**src/rtl/sd_to_sdram_dma.sv**
```systemverilog
// SD block reader to SDRAM copy engine: packs bytes into 16-bit
// little-endian words and writes them to consecutive word addresses.
module sd_to_sdram_dma #(
    parameter int ADDR_WIDTH = 24,
    parameter int FIFO_DEPTH = 8
) (
    input  logic                  clk,
    input  logic                  rst_n,
    input  logic                  start,
    input  logic [31:0]           sd_first_block,
    input  logic [15:0]           block_count,
    input  logic [ADDR_WIDTH-1:0] sdram_base,
    output logic                  busy,
    output logic                  done,
    output logic                  err,
    output logic                  blk_req,
    output logic [31:0]           blk_addr,
    input  logic                  blk_ack,
    input  logic                  blk_err,
    input  logic                  byte_valid,
    input  logic [7:0]            byte_data,
    output logic                  byte_ready,
    output logic                  mem_wr_req,
    output logic [ADDR_WIDTH-1:0] mem_wr_addr,
    output logic [15:0]           mem_wr_data,
    input  logic                  mem_wr_ack
);
    localparam int PW = $clog2(FIFO_DEPTH);

    typedef enum logic [2:0] {
        IDLE, REQ, RECV, DRAIN, ABORT
    } state_t;

    state_t state, state_nx;

    logic [31:0]           first_q;
    logic [15:0]           cnt_q;
    logic [15:0]           idx_q;
    logic [8:0]            byte_cnt;
    logic [7:0]            low_q;
    logic [ADDR_WIDTH-1:0] addr_q;
    logic [15:0]           fifo [FIFO_DEPTH];
    logic [PW-1:0]         rd_ptr;
    logic [PW-1:0]         wr_ptr;
    logic [PW:0]           count;
    logic                  pend_q;
    logic                  done_q;
    logic                  err_q;

    logic fifo_empty, fifo_full;
    logic xfer, push, pop;
    logic last_byte, last_block;
    logic drained, abort_fin;

    assign fifo_empty = (count == '0);
    assign fifo_full  = (count == (PW+1)'(FIFO_DEPTH));

    // In ABORT only the write already on the bus may finish.
    assign mem_wr_req  = (state == ABORT) ? pend_q : !fifo_empty;
    assign mem_wr_addr = addr_q;
    assign mem_wr_data = mem_wr_req ? fifo[rd_ptr] : 16'h0;
    assign pop         = mem_wr_req && mem_wr_ack;

    assign byte_ready = (state == RECV) && !blk_err &&
                        (!fifo_full || !byte_cnt[0]);
    assign xfer       = byte_valid && byte_ready;
    assign push       = xfer && byte_cnt[0];
    assign last_byte  = (byte_cnt == 9'd511);
    assign last_block = ((idx_q + 16'd1) == cnt_q);

    assign blk_req  = (state == REQ);
    assign blk_addr = first_q + {16'h0, idx_q};
    assign busy     = (state != IDLE);
    assign done     = done_q;
    assign err      = err_q;

    assign drained = fifo_empty ||
                     ((count == (PW+1)'(1)) && pop);
    assign abort_fin = !pend_q || mem_wr_ack;

    always_comb begin
        state_nx = state;
        unique case (state)
            IDLE: begin
                if (start)
                    state_nx = (block_count == 16'h0) ? DRAIN : REQ;
            end
            REQ: begin
                if (blk_err)
                    state_nx = ABORT;
                else if (blk_ack)
                    state_nx = RECV;
            end
            RECV: begin
                if (blk_err)
                    state_nx = ABORT;
                else if (xfer && last_byte)
                    state_nx = last_block ? DRAIN : REQ;
            end
            DRAIN: begin
                if (drained)
                    state_nx = IDLE;
            end
            ABORT: begin
                if (abort_fin)
                    state_nx = IDLE;
            end
            default: state_nx = IDLE;
        endcase
    end

    always_ff @(posedge clk) begin
        if (push)
            fifo[wr_ptr] <= {byte_data, low_q};
    end

    always_ff @(posedge clk or negedge rst_n) begin
        if (!rst_n) begin
            state    <= IDLE;
            first_q  <= '0;
            cnt_q    <= '0;
            idx_q    <= '0;
            byte_cnt <= '0;
            low_q    <= '0;
            addr_q   <= '0;
            rd_ptr   <= '0;
            wr_ptr   <= '0;
            count    <= '0;
            pend_q   <= 1'b0;
            done_q   <= 1'b0;
            err_q    <= 1'b0;
        end else begin
            state  <= state_nx;
            done_q <= 1'b0;
            if (state == IDLE && start) begin
                first_q  <= sd_first_block;
                cnt_q    <= block_count;
                idx_q    <= '0;
                byte_cnt <= '0;
                addr_q   <= sdram_base;
                err_q    <= 1'b0;
            end
            if (xfer) begin
                byte_cnt <= byte_cnt + 9'd1;
                if (!byte_cnt[0])
                    low_q <= byte_data;
                if (last_byte)
                    idx_q <= idx_q + 16'd1;
            end
            if (push)
                wr_ptr <= wr_ptr + 1'b1;
            if (pop) begin
                rd_ptr <= rd_ptr + 1'b1;
                addr_q <= addr_q + 1'b1;
            end
            if (push && !pop)
                count <= count + 1'b1;
            else if (pop && !push)
                count <= count - 1'b1;
            if (state_nx == ABORT && state != ABORT)
                pend_q <= mem_wr_req && !mem_wr_ack;
            if (state == DRAIN && drained)
                done_q <= 1'b1;
            // Flush whatever is still queued once the bus write is settled.
            if (state == ABORT && abort_fin) begin
                rd_ptr <= wr_ptr;
                count  <= '0;
                pend_q <= 1'b0;
                done_q <= 1'b1;
                err_q  <= 1'b1;
            end
        end
    end
endmodule

```
**config.mk**
```make
export PLATFORM = sky130hd
export DESIGN_NAME = sd_to_sdram_dma
export DESIGN_NICKNAME = d
export VERILOG_FILES = /design/src/rtl/sd_to_sdram_dma.sv
export SDC_FILE = /design/constraint.sdc
export NUM_CORES = 1
export LEC_CHECK = 0
export CAP_MARGIN = 20
export CORE_ASPECT_RATIO = 0.5
export CORE_UTILIZATION = 60
export DETAILED_ROUTE_END_ITERATION = 10
export PLACE_DENSITY = 0.86
export SETUP_SLACK_MARGIN = 0.1
export SLEW_MARGIN = 20
export SYNTH_ARGS = -nofsm -noshare
export SYNTH_HDL_FRONTEND = slang
export SYNTH_SLANG_ARGS = --single-unit
```
**constraint.sdc**
```tcl
create_clock -name clk -period 6.2 [get_ports clk]
set_input_delay 0.62 -clock clk [delete_from_list [all_inputs] [get_ports clk]]
set_output_delay 0.62 -clock clk [all_outputs]
set_load 0.01 [all_outputs]
```
---- Word-level counts from Yosys, hierarchy flattened ----
Memory sizes are Yosys's and may differ from the RTL's.
Index checks and enable logic that the tools add are counted.
word-level totals
  flip-flop bits (word level) ............. 121
  bits in latches ......................... 0
  memory bits (writable) .................. 128
  bits in read-only memories .............. 0
  input port bits ......................... 87
  output and inout port bits .............. 78
  word-level logic and storage cells ...... 101
  memories ................................ 1
memory list
  memory  depth  width  rd ports  clocked after Yosys merged registers in  write ports  line  RTL
  fifo    8      16     1         0                                        1            42    logic [15:0] fifo [FIFO_DEPTH];
cells by class
  $add $sub $neg .......................... 8
  multiply operators ...................... 0
  div/mod/pow operators ................... 0
  magnitude comparators ................... 0
  eq/ne operators ......................... 10
  shift operators ......................... 0
  multiplexer cells ....................... 32
  bitwise operators ....................... 1
  reduce and logical (&&, ||, !) cells .... 36
operators with widths
  operator                 count
  $mux W16                 4
  $mux W24                 2
  $add A32 B16 Y32         1
  $mux W3                  9
  $add A24 B1 Y24 const B  1
  $mux W9                  2
  $add A16 B1 Y16 const B  1
  $eq A16 B16 Y1           1
  $logic_not A16 Y1        1
  $pmux W3 S5              1
  $logic_and A1 B1 Y1      14
  $mux W4                  3
  $reduce_bool A2 Y1       5
  $add A9 B1 Y9 const B    1
  $eq A9 B9 Y1 const B     1
  $mux W1                  9
  $logic_not A1 Y1         8
  $add A3 B1 Y3 const B    2
  $eq A3 B2 Y1 const B     2
  $eq A3 B3 Y1 const B     2
  $reduce_bool A3 Y1       2
  $add A4 B1 Y4 const B    1
  $eq A4 B1 Y1 const B     1
  $eq A4 B4 Y1 const B     1
  9 further kinds          12

---- Longest topological paths before layout ----
Gate-level depths: netlist of run 1.
  word-level depth ........................ 13
  depth in mapped cells ................... 13
  mapped depth without buffers ............ 11

---- Worst setup path before layout of run 1 ----
No wires, ideal clock.
  kind .................................... input -> register
  start ................................... input blk_err
  end ..................................... memory fifo[0][0], enable pin
  library setup time ...................... 0.409 ns
  arrival ................................. 3.065 ns
  data required time ...................... 5.791 ns
  setup slack ............................. 2.726 ns
  stages on the path ...................... 5
  path buffers ............................ 0
  cell sequence ........................... or4b_4 a41oi_4 nand2_2 or3_1 nor3_1
between the ends
  longest elaborated chain between the ends .. 7
ends and longest elaborated chain
  what                              line  RTL
  start: declaration                19    input logic blk_err,
  $logic_not A1 Y1                  64    assign byte_ready = (state == RECV) && !blk_err &&
  $logic_and A1 B1 Y1 (2 in a row)  64
  via byte_ready                    22    output logic byte_ready,
  $logic_and A1 B1 Y1               66    assign xfer = byte_valid && byte_ready;
  $logic_and A1 B1 Y1               67    assign push = xfer && byte_cnt[0];
  $mux W1                           113   if (push)
  $mux W1 (implied by the code)     114   fifo[wr_ptr] <= {byte_data, low_q};
  end: declaration                  42
The timed path passes the listed nets, and every way through them passes these cells.

---- Worst setup path after layout of run 1 ----
  start ................................... register idx_q[0]
  end ..................................... output blk_addr[26]
between the ends
  longest elaborated chain between the ends .. 1
ends and longest elaborated chain
  what                      line  RTL
  start: declaration        38    logic [15:0] idx_q;
  start signal: assignment  148   idx_q <= idx_q + 16'd1;
  $add A32 B16 Y32          72    assign blk_addr = first_q + {16'h0, idx_q};
  end: declaration          17    output logic [31:0] blk_addr,
Every way passes these cells.

==> results.py, run 1 <==
metrics = {
    "floorplanning": {
        "die-width_um": 204,
        "die_y_um": 103,
        "rows": 36,
        "dieArea_mm2": 0.0209,
        "num_io_pins": 165,
        "start_util_pct": 61.9,
        "core-area_mm2": 0.0197,
    },
    "clock_network": {
        "clockBufferDepth": 3,
        "cts_sinks": 249,
        "cts-htree-levels": 1,
        "cts_tree": "done",
        "cts_buffers": 22,
        "holdBufCountCts": 0,
        "cts_root_buffer": "clkbuf_16",
        "clk_pin_slew_ns": 0.07,
        "cts_resized": 0,
        "cts_setup_buffers": 0,
        "worstSkewPairLatency_ns": 0.52,
    },
    "cells_and_area": {
        "drive_gt1_share_pct": 9.90,
        "area_growth_pct": 21.4,
        "fin_util_pct": 75.2,
        "finalNetCount": 1331,
        "num_antenna_cells": 0,
        "nFillCells": 1268,
    },
    "grt": {
        "overflow": 0,
        "grt_use_total_pct": 28.7,
        "grt_antenna_before_repair": 0,
        "grt_pass1_vias": 9051,
        "grt_max_degree": 71,
        "grt_pass1_wl_mm": 46.8,
    },
    "synth": {
        "ys_types": 73,
        "synth.most_common_cell": "nand2_1",
        "synth_cells": 1065,
        "synth_top_area_share_pct": 31.5,
        "post_synth_most_frequent_cells": "218 x nand2_1, 128 x edfxtp_1, 121 x dfrtp_1",
        "yosysWarnings": 0,
        "yosysTopAreaCell": "edfxtp_1",
        "synthTopCellsByArea": "edfxtp_1 32%, dfrtp_1 25%, nand2_1 6.7%",
        "synth_area_mm2": 0.0122,
        "synth_fp_nets": 1180,
        "async_flop_share_pct": 48.6,
        "synth_area_per_cell_um2": 11.4,
        "synth_edf_count": 128,
        "synth_flop_cell": "edfxtp_1",
        "ys_seq_elements": 249,
        "ys_seq_area_share_pct": 56.4,
    },
    "routing": {
        "ant_nets": 0,
        "wl_mm": 29.2,
        "wl_per_cell_um": 19.5,
        "post-route-drc-count": 0,
        "via_per_inst": 5.94,
        "first_pass_iters": 5,
        "dr.first_iter.drc_count": 689,
        "via_count": 8895,
    },
    "placed_design": {
        "dpl_worst_slack_ns": 1.77,
        "io_buffers": 164,
        "place_hpwl_mm": 19.5,
        "place_congestion": 0.887,
    },
    "outcome": {
        "status": "finished clean",
    },
    "worst_hold_path": {
        "holdCritPathClass": "input pin to async pin",
    },
    "sta": {
        "layout_min_cycle_time_ns": 5.02,
        "slew_headroom_pct": 24.0,
        "rsz0062_at_grt": "no",
        "fmax_mhz": 199,
        "slew_violations": 0,
        "hold_viol": 0,
        "setup_tns_ns": 0,
        "fin_skew_ns": 0.0149,
        "max_slew.worst_pin.slew_ns": 1.14,
        "fin_crit_sh_pct": 81.0,
        "setup_viol": 0,
        "fin_ws_ns": 1.18,
    },
    "worst_setup_path": {
        "start_kind": "flip-flop",
        "criticalPathCategory": "flip-flop to output port",
        "crit_path_end_kind": "output port",
        "arrival_ns": 4.40,
        "cp_data_required_time_ns": 5.58,
        "crit_fanout": 11,
    },
    "power_and_ir_drop": {
        "power.density_mw_per_mm2": 435,
        "peakVddDrop_uv": 221,
        "p_total_mw": 6.43,
        "power.leakage_nw": 5.86,
    },
    "flow_run": {
        "drv_cap": 0,
    },
}
cells by family (layout without fill, tap and decap cells):
logic type / Yosys count / in the layout / share of synthesized area, %
buffers and inverters: 70 / 237 / 2.56
and+or+nand+nor: 431 / 431 / 16.1
AOI/OAI and AO/OA: 171 / 171 / 9.57
xor gates and xnor gates: 54 / 54 / 3.88
muxes: 62 / 62 / 8.58
adders and majority gates: 28 / 28 / 2.94
DFF: 249 / 249 / 56.4
report_power, final:
group          internal [mW]  total [mW]  switching, mW
clock network          0.799        1.43          0.632
logic                   1.26        2.52           1.26
registers               2.09        2.48          0.393
critical path: stages (launching register included):
cell             delay [ns]
dfrtp_1                0.50
ha_1                   0.27
inv_1                  0.07
fa_1                   0.41
nor2b_1                0.16
o21ai_0                0.13
a21boi_0               0.34
o41ai_1                0.17
a21oi_1                0.82
o2111ai_1              0.24
xnor2_1                0.22
clkdlybuf4s50_1        0.56
path summary, 6_finish.rpt:
kind / startpoint / to / slack (ns) / cells past startpoint
min in group clk: err$_DFFE_PN0P_ / err$_DFFE_PN0P_ / 0.49 / 2
hold / removal: rst_n / first_q[10]$_DFFE_PN0P_ / 0.25 / 1
setup / recovery: idx_q[0]$_DFF_PN0_ / blk_addr[26] / 1.18 / 11
setup reg to reg: count[0]$_DFFE_PN0P_ / mem_wr_addr[15]$_DFFE_PN0P_ / 2.65 / 8
hold reg to reg: err$_DFFE_PN0P_ / err$_DFFE_PN0P_ / 0.49 / 2
max in group asynchronous: rst_n / cnt_q[2]$_DFFE_PN0P_ / 4.71 / 2
routing by layer:
metal	track usage, %	vias up	part of all wire, %
met2	51.0	328	50
met1	38.0	4349	42
met3	4.42	55	6.1
met5	0	-	0
met4	6.48	0	2.1
li1	-	4163	-
placed cells by master (no fill, tap or decap), types with 23 or more instances in the layout:
| cell type | n |
|---|---|
| a21oi_1 | 34 |
| edfxtp_1 | 128 |
| o21ai_0 | 42 |
| nand3_1 | 28 |
| mux4_2 | 32 |
| ha_1 | 27 |
| nand2_1 | 217 |
| clkdlybuf4s50_1 | 163 |
| xnor2_1 | 40 |
| dfrtp_1 | 120 |
| nor2_1 | 81 |
| inv_1 | 23 |
| and3_1 | 28 |
cell type report:
class | count | area, um2 | share of cell area [%]
Inverter | 24 | 90.1 | 0.609
Clock buffer | 28 | 613 | 4.14
Sequential cell | 249 | 6870 | 46.5
Timing Repair Buffer | 173 | 1710 | 11.5
Multi-Input combinational cell | 746 | 5030 | 34.0
Clock inverter | 12 | 153 | 1.03
Tap cell | 266 | 333 | 2.25
through the flow:
step	area [um2]	hold WS, ns	cells
2_1_floorplan	12200	0.324	1065
3_3_place_gp	14000	0.465	1458
3_5_place_dp	14000	0.471	1458
4_1_cts	14800	0.283	1498
5_1_grt	14800	0.321	1498
6_report	14800	0.246	1498
sequential cells by signal, indices dropped and copies added (netlist names):
| signal | cells |
|---|---|
| done | 1 |
| byte_cnt | 9 |
| mem_wr_addr | 24 |
| low_q | 8 |
| first_q | 32 |
| count | 4 |
| state | 3 |
| rd_ptr | 3 |
| err | 1 |
| cnt_q | 16 |
| wr_ptr | 3 |
| idx_q | 16 |
| pend_q | 1 |
| fifo | 128 |
Note: power is estimated with default switching activity, not from simulation.
==> run 2: changes to the inputs <==
--- a/config.mk
+++ b/config.mk
@@ -7,9 +7,9 @@
 export LEC_CHECK = 0
 export CAP_MARGIN = 20
 export CORE_ASPECT_RATIO = 0.5
-export CORE_UTILIZATION = 60
+export CORE_UTILIZATION = 55
 export DETAILED_ROUTE_END_ITERATION = 10
-export PLACE_DENSITY = 0.86
+export PLACE_DENSITY = 0.8
 export SETUP_SLACK_MARGIN = 0.1
 export SLEW_MARGIN = 20
 export SYNTH_ARGS = -nofsm -noshare
==> constraint.sdc (replaced) <==
create_clock -name clk -period 5.1 [get_ports clk]
set_input_delay 0.51 -clock clk [delete_from_list [all_inputs] [get_ports clk]]
set_output_delay 0.51 -clock clk [all_outputs]
set_load 0.01 [all_outputs]
==> run 2 against run 1 <==
Net effect: clock skew shrank 0.0035 ns; sequential power up 26%; critical path depth shrank 2.
==> results.py, run 2 (synthesis results as in run 1) <==
metrics = {
    "outcome": {
        "status": "finished clean",
    },
    "sta": {
        "setup_viol": 0,
        "max_slew.worst_pin.slew_ns": 1.16,
        "fmax_mhz": 231,
        "layout_min_cycle_time_ns": 4.33,
        "fin_skew_ns": 0.0114,
        "fin_crit_sh_pct": 84.9,
        "slew_headroom_pct": 22.5,
        "rsz0062_at_grt": "no",
        "setup_tns_ns": 0,
        "slew_violations": 0,
        "hold_viol": 0,
    },
    "clock_network": {
        "cts_tree": "done",
        "cts_sinks": 249,
        "clockBufferDepth": 3,
        "cts_root_buffer": "clkbuf_16",
        "cts_resized": 0,
        "worstSkewPairLatency_ns": 0.52,
        "cts_buffers": 22,
        "cts-htree-levels": 1,
        "clk_pin_slew_ns": 0.07,
    },
    "grt": {
        "overflow": 0,
        "grt_pass1_wl_mm": 46.7,
        "grt_antenna_before_repair": 3,
        "grt_use_total_pct": 26.5,
        "grt_max_degree": 59,
        "grt_pass1_vias": 8756,
    },
    "worst_setup_path": {
        "crit_fanout": 11,
        "arrival_ns": 3.82,
        "rr_endpoint": "count[3]$_DFFE_PN0P_",
        "cp_data_required_time_ns": 4.59,
        "reg2reg_slack_ns": 1.69,
        "criticalPathCategory": "flip-flop to output port",
        "crit_path_end_kind": "output port",
        "r2r-start": "count[0]$_DFFE_PN0P_",
        "start_kind": "flip-flop",
        "r2r_cells": 11,
    },
    "cells_and_area": {
        "finalNetCount": 1336,
        "area_growth_pct": 22.2,
        "drive_gt1_share_pct": 9.79,
        "final_common_cell": "nand2_1",
        "regMostFlops": "fifo",
        "layout_common_cells": "217 x nand2_1, 163 x clkdlybuf4s50_1, 128 x edfxtp_1",
        "largest_reg_flops": 128,
        "nFillCells": 1602,
    },
    "power_and_ir_drop": {
        "power.density_mw_per_mm2": 528,
        "peakVddDrop_uv": 326,
        "power.leakage_nw": 5.89,
        "p_total_mw": 7.85,
    },
    "floorplanning": {
        "dieArea_mm2": 0.0228,
        "die_y_um": 107,
        "num_io_pins": 165,
        "die-width_um": 213,
        "core-area_mm2": 0.0217,
        "rows": 38,
        "start_util_pct": 56.2,
    },
    "placed_design": {
        "place_hpwl_mm": 19.4,
        "io_buffers": 164,
        "place_congestion": 0.922,
    },
    "worst_hold_path": {
        "whs_path_depth": 2,
        "holdPathEnd": "first_q[2]$_DFFE_PN0P_",
        "worstHoldStart": "first_q[2]$_DFFE_PN0P_",
        "holdCritPathClass": "flip-flop to flip-flop",
    },
    "routing": {
        "wl_mm": 29.5,
        "via_count": 8894,
        "via_per_inst": 5.78,
        "first_pass_iters": 6,
        "dr.first_iter.drc_count": 735,
        "ant_nets": 0,
        "post-route-drc-count": 0,
        "wl_per_cell_um": 19.2,
    },
    "flow_run": {
        "drv_cap": 0,
    },
}
[run 2: cell count changes in the layout (fill, tap and decap cells not counted), moves of 2 or more]
| cell | change |
|---|---|
| buf_4 | +3 |
| clkinv_1 | +3 |
| bufinv_16 | +2 |
| clkbuf_8 | -2 |
| clkinv_4 | -2 |
| diode_2 | +2 |
| nor2_1 | +2 |
| nor2_2 | -2 |
[run 2: worst max path at each step]
stage | startpoint | endpoint | slack (ns) | cells after the start
after floorplan | blk_err | fifo[0][0]$_DFFE_PP_ | 1.74 | 5
after global placement | idx_q[2]$_DFF_PN0_ | blk_addr[29] | 1.45 | 9
after detailed placement | idx_q[0]$_DFF_PN0_ | blk_addr[28] | 1.37 | 12
after CTS | idx_q[2]$_DFF_PN0_ | blk_addr[29] | 0.79 | 9
after global routing | idx_q[0]$_DFF_PN0_ | blk_addr[28] | 0.44 | 12
final | idx_q[2]$_DFF_PN0_ | blk_addr[29] | 0.77 | 9
[run 2: repair_timing]
| action | CTS | global route |
|---|---|---|
| hold endpoints to repair | 35 | 0 |
| setup buffers | 0 | 0 |
| hold buffers | 1 | 0 |
[run 2: cell type report]
type	instances	area (um2)	share of cell area (%)
Antenna cell	2	5.00	0.0336
Clock buffer	26	586	3.93
Clock inverter	13	183	1.23
Inverter	24	90.1	0.605
Multi-Input combinational cell	746	5020	33.7
Sequential cell	249	6870	46.2
Tap cell	300	375	2.52
Timing Repair Buffer	178	1750	11.8
[run 2: metrics by stage]
stage / cell area, um2 / std cells / setup slack [ns] / util (%) / hold WS, ns
after floorplan: 12200 / 1065 / 1.74 / - / 0.214
after global placement: 14100 / 1495 / 1.45 / 65.0 / 0.469
after detailed placement: 14100 / 1495 / 1.37 / 65.0 / 0.472
after CTS: 14900 / 1535 / 0.793 / 68.6 / 0.489
after global routing: 14900 / 1537 / 0.442 / 68.7 / 0.508
final: 14900 / 1538 / 0.771 / 68.7 / 0.489
[run 2: report_power, final]
part / switching [mW] / internal (mW)
Sequential: 0.583 / 2.54
Combinational: 1.41 / 1.53
Clock: 0.760 / 1.03
Total: 2.75 / 5.10
[run 2: worst max-delay path, stage by stage (launching register included)]
cell	delay, ns
dfrtp_1	0.50
ha_1	0.41
o21ai_0	0.12
nor2_1	0.16
o21ai_0	0.25
o31a_1	0.38
o21ai_1	0.54
nand4_1	0.19
xnor2_1	0.19
clkdlybuf4s50_1	0.56
[run 2: per-layer routing]
layer / vias to the layer above / share of wire, % / GRT usage, %
li1: 4184 / - / -
met1: 4403 / 42 / 35.5
met2: 268 / 50 / 44.9
met3: 37 / 5.8 / 5.08
met4: 2 / 1.6 / 6.01
met5: - / 0.044 / 0
